$ cat src/rtl/serial_addsub_pkg.sv
// Shared types and mode encodings for the bit-serial adder/subtractor.
package serial_addsub_pkg;

  typedef enum logic [1:0] {IDLE, RUN, DONE} state_t;

  localparam logic ADD = 1'b1;
  localparam logic SUB = 1'b0;

endpackage

$ cat src/rtl/serial_addsub_fas.sv
// Single-bit full adder/subtractor cell; cout is carry (add) or borrow (subtract).
module fas
  import serial_addsub_pkg::*;
(
  input  logic a,
  input  logic b,
  input  logic cin,
  input  logic a_ns,
  output logic s,
  output logic cout
);

  always_comb begin
    s    = a ^ b ^ cin;
    cout = 1'b0;
    case (a_ns)
      ADD:     cout = (a & b) | (cin & (a ^ b));
      SUB:     cout = (~a & b) | (cin & ~(a ^ b));
      default: ;
    endcase
  end

endmodule

$ cat src/rtl/serial_addsub.sv
// Bit-serial N-bit add/subtract controller around one fas cell, LSB first,
// with start/busy/done handshake and registered result, carry/borrow and overflow.
module serial_addsub
  import serial_addsub_pkg::*;
#(
  parameter int unsigned N = 8
) (
  input  logic         clk,
  input  logic         rst,
  input  logic         start,
  input  logic         a_ns,
  input  logic [N-1:0] a,
  input  logic [N-1:0] b,
  output logic         busy,
  output logic         done,
  output logic [N-1:0] result,
  output logic         cout,
  output logic         ovf
);

  localparam int unsigned CntW = $clog2(N);

  state_t         state_q, state_d;
  logic [N-1:0]   a_sh_q, a_sh_d;
  logic [N-1:0]   b_sh_q, b_sh_d;
  logic [N-1:0]   r_sh_q, r_sh_d;
  logic [N-1:0]   result_q, result_d;
  logic [CntW-1:0] cnt_q, cnt_d;
  logic           mode_q, mode_d;
  logic           carry_q, carry_d;
  logic           cout_q, cout_d;
  logic           ovf_q, ovf_d;

  logic fas_s;
  logic fas_cout;

  fas u_fas (
    .a    (a_sh_q[0]),
    .b    (b_sh_q[0]),
    .cin  (carry_q),
    .a_ns (mode_q),
    .s    (fas_s),
    .cout (fas_cout)
  );

  always_comb begin
    state_d  = state_q;
    a_sh_d   = a_sh_q;
    b_sh_d   = b_sh_q;
    r_sh_d   = r_sh_q;
    result_d = result_q;
    cnt_d    = cnt_q;
    mode_d   = mode_q;
    carry_d  = carry_q;
    cout_d   = cout_q;
    ovf_d    = ovf_q;

    unique case (state_q)
      IDLE: begin
        if (start) begin
          a_sh_d  = a;
          b_sh_d  = b;
          mode_d  = a_ns;
          carry_d = 1'b0;
          cnt_d   = '0;
          state_d = RUN;
        end
      end
      RUN: begin
        r_sh_d  = {fas_s, r_sh_q[N-1:1]};
        carry_d = fas_cout;
        a_sh_d  = a_sh_q >> 1;
        b_sh_d  = b_sh_q >> 1;
        cnt_d   = cnt_q + CntW'(1);
        if (cnt_q == CntW'(N - 1)) begin
          result_d = {fas_s, r_sh_q[N-1:1]};
          cout_d   = fas_cout;
          // carry into the MSB differs from carry out of it exactly on signed overflow
          ovf_d    = carry_q ^ fas_cout;
          state_d  = DONE;
        end
      end
      DONE:    state_d = IDLE;
      default: state_d = IDLE;
    endcase
  end

  always_ff @(posedge clk) begin
    if (rst) begin
      state_q  <= IDLE;
      a_sh_q   <= '0;
      b_sh_q   <= '0;
      r_sh_q   <= '0;
      result_q <= '0;
      cnt_q    <= '0;
      mode_q   <= 1'b0;
      carry_q  <= 1'b0;
      cout_q   <= 1'b0;
      ovf_q    <= 1'b0;
    end else begin
      state_q  <= state_d;
      a_sh_q   <= a_sh_d;
      b_sh_q   <= b_sh_d;
      r_sh_q   <= r_sh_d;
      result_q <= result_d;
      cnt_q    <= cnt_d;
      mode_q   <= mode_d;
      carry_q  <= carry_d;
      cout_q   <= cout_d;
      ovf_q    <= ovf_d;
    end
  end

  assign busy   = (state_q == RUN);
  assign done   = (state_q == DONE);
  assign result = result_q;
  assign cout   = cout_q;
  assign ovf    = ovf_q;

endmodule

$ cat config.mk
export PLATFORM = sky130hd
export DESIGN_NAME = serial_addsub
export DESIGN_NICKNAME = d
export VERILOG_FILES = /design/src/rtl/serial_addsub_pkg.sv /design/src/rtl/serial_addsub_fas.sv /design/src/rtl/serial_addsub.sv
export SDC_FILE = /design/constraint.sdc
export NUM_CORES = 1
export LEC_CHECK = 0
export BUFFER_PORTS_ARGS = -buffer_cell sky130_fd_sc_hd__buf_2
export CORE_AREA = 5 5 66 68
export CTS_CLUSTER_DIAMETER = 50
export DETAILED_ROUTE_END_ITERATION = 6
export DIE_AREA = 0 0 71 73
export GPL_TIMING_DRIVEN = 0
export PLACE_DENSITY = 0.73
export SLEW_MARGIN = 20
export SYNTH_ARGS = -nofsm -noshare
export SYNTH_HDL_FRONTEND = slang
export SYNTH_SLANG_ARGS = --single-unit
$ cat constraint.sdc
create_clock -name clk -period 1.39 [get_ports clk]
set_input_delay 0.139 -clock clk [delete_from_list [all_inputs] [get_ports clk]]
set_output_delay 0.139 -clock clk [all_outputs]
set_load 0.05 [all_outputs]
==> results.py <==
metrics = {
    "status": {
        "status": "complete, but fails checks",
        "violations": "setup timing",
    },
    "pwr": {
        "switching_share": 0.261,
        "p_seq_frac": 0.541,
        "p_leak_nw": 0.875,
        "p_int_mw": 1.68,
        "peakVddDrop_mv": 0.567,
        "comb_power_share": 0.140,
        "p_sw_mw": 0.594,
        "power_density_mw_per_mm2": 1040,
        "power_frac_clock": 0.319,
    },
    "die": {
        "initial_utilization": 0.451,
        "die-area_mm2": 0.00518,
        "num_io_pins": 32,
        "die_height_um": 73,
        "num_rows": 23,
        "die_w_um": 71,
        "core_area_mm2": 0.00380,
    },
    "synth": {
        "synth_area_leader_cell": "dfxtp_1",
        "synth_flop_cell": "dfxtp_1",
        "synthesis.area_mm2": 0.00171,
        "synth_cell_types": 30,
        "synth_edf_count": 0,
        "synth.avg_cell_area_um2": 8.88,
        "syn_inst": 193,
        "synth_top_area_frac": 0.467,
        "synth_nets": 217,
        "yosys_warnings": 0,
        "synth_area_leaders": "dfxtp_1 47%, nand2_1 12%, a311oi_2 8.8%, nor2_1 5.3%, a21oi_1 4.1%",
        "seq_area_frac_synth": 0.467,
        "async_reset_ff_frac": 0,
        "ys_ff_latch": 40,
    },
    "clock_tree": {
        "cts_sinks": 40,
        "clk_latency_ps": 290,
        "clock-root-buffer": "clkbuf_8",
        "cts-htree-levels": 2,
        "cts_max_path_buffers": 2,
        "path_clk_slew_ps": 80,
        "numCtsBuffers": 5,
        "cts_tree": "done",
        "hold_buffers": 0,
    },
    "sta": {
        "worstMarginPinSlew_ps": 699,
        "worst_slack_ps": -24.7,
        "fin_tns_setup_ps": -24.7,
        "setup_viol": 1,
        "fmax_mhz": 707,
        "hold_viol": 0,
        "period_needed_ps": 1410,
        "fin_crit_sh": 1.02,
        "fin_skew_ps": 6.28,
        "slew_violations": 0,
        "rsz0062_at_grt": "true",
        "relSlewSlack": 0.534,
    },
    "routing": {
        "drtAntennaViolNets": 0,
        "drtIter0Drc": 66,
        "drc": 0,
        "vias": 1455,
        "finalWirelength_um": 3670,
        "wl_per_cell_um": 12.6,
        "viasPerCell": 5.02,
        "drtPass1Iterations": 4,
    },
    "critical_path": {
        "critPathKind": "reg2reg",
        "path_max_fanout": 2,
        "r2r_cells": 5,
        "startpoint_type": "register",
        "arrival_ps": 1610,
        "cp-end-kind": "register",
        "cp.required_ps": 1580,
    },
    "min_path": {
        "hold_path_class": "in2reg",
        "min_path_cells": 2,
    },
    "placed_design": {
        "port_buffers": 31,
        "place_congestion": 0.735,
        "dp_hpwl_um": 2500,
        "placed_area_mm2": 0.00195,
        "dp_cells": 274,
    },
    "grt": {
        "grt_max_degree": 13,
        "grt_pass1_vias": 1433,
        "grt_first_pass_wirelength_um": 6240,
        "grt_usage": 0.153,
        "overflow": 0,
        "grt_antenna_before_repair": 0,
    },
    "layout": {
        "layout_commonest_cell": "nand2_1",
        "insertedDiodeCount": 0,
        "drive_gt1_frac": 0.354,
        "num-nets-final": 264,
        "fin_area_mm2": 0.00220,
        "final_cells": 290,
        "final_cell_mix": "55 x nand2_1, 35 x dfxtp_1, 33 x buf_2",
        "syn2layout_area_growth_pct": 28.1,
    },
    "run": {
        "cap_violations": 0,
    },
}
power by group through the flow:
stage	Clock (mW)	Combinational, mW	Sequential (mW)
2_1_floorplan	0	0.210	1.25
3_3_place_gp	0	0.278	1.25
3_5_place_dp	0	0.284	1.26
4_1_cts	0.748	0.299	1.23
5_1_grt	0.793	0.352	1.24
6_report	0.726	0.318	1.23
logic make-up after synthesis:
family | share of synthesized area
AND/OR/NAND/NOR | 0.223
multiplexers | 0.00584
flip-flops | 0.467
AO/OA/AOI/OAI | 0.205
buffers and inverters | 0.0613
adder cells (fa/ha/maj) | 0.0380
routing by layer:
metal / global-route usage / routed length [um] / vias up
li1: - / - / 746
met1: 0.179 / 1700 / 670
met2: 0.261 / 1730 / 29
met3: 0.0441 / 127 / 10
met4: 0.0689 / 103 / 0
met5: 0 / 0 / -
critical path, stage by stage, from the launching register on:
cell and delay [ps]:
dfxtp_2 340, inv_2 50, fa_2 330, nor2b_4 130, or3_1 300, a31o_1 170
sequential cells by signal, summed over array words and instances, names as in the netlist:
signal,cells
a_sh_q,8
b_sh_q,8
carry_q,1
cnt_q,3
cout,1
mode_q,1
ovf,1
r_sh_q,7
result,8
state_q,2
what timing repair did:
action                                  CTS  global route
gates resized for setup                  10            14
gates cloned                              0             1
pin swaps                                 2             1
endpoints found under the setup margin    5            13
buffers inserted                          5             3
cell type report:
class / instances / area (um2)
timing repair buffer: 40 / 250
clock buffer: 5 / 68.8
multi-input combinational: 136 / 867
tap: 50 / 62.6
inverter: 4 / 20.0
fill: 360 / 1600
clock inverter: 2 / 12.5
sequential: 40 / 810
buffer: 13 / 105
per-stage QoR:
| step | hold WS, ps | total power [mW] | util | setup WS, ps |
|---|---|---|---|---|
| 6_report | 62.2 | 2.28 | 0.578 | -24.7 |
| 5_1_grt | 58.8 | 2.38 | 0.578 | -83.2 |
| 4_1_cts | 55.6 | 2.28 | 0.550 | -20.8 |
| 3_5_place_dp | 373 | 1.54 | 0.513 | -102 |
| 3_3_place_gp | 370 | 1.53 | 0.513 | -98.1 |
| 2_1_floorplan | 223 | 1.46 | - | -36.2 |
final timing paths:
kind | start | end | slack, ps
max | a_sh_q[0] | ovf | -20
min | rst | state_q[1] | 60
max reg2reg | a_sh_q[0] | ovf | -20
min reg2reg | result[0] | result[0] | 450
cells in the mapped netlist, types with 3 or more instances:
cell       n
inv_1      3
a22oi_1    4
buf_6      3
nor2b_1    3
a311oi_2  10
buf_4      3
a311oi_1   4
a21oi_1   14
buf_2      4
dfxtp_1   40
nor2_1    24
nand2_1   55
clkbuf_1   3
a211oi_1   4
(Power assumes the default switching activity.)
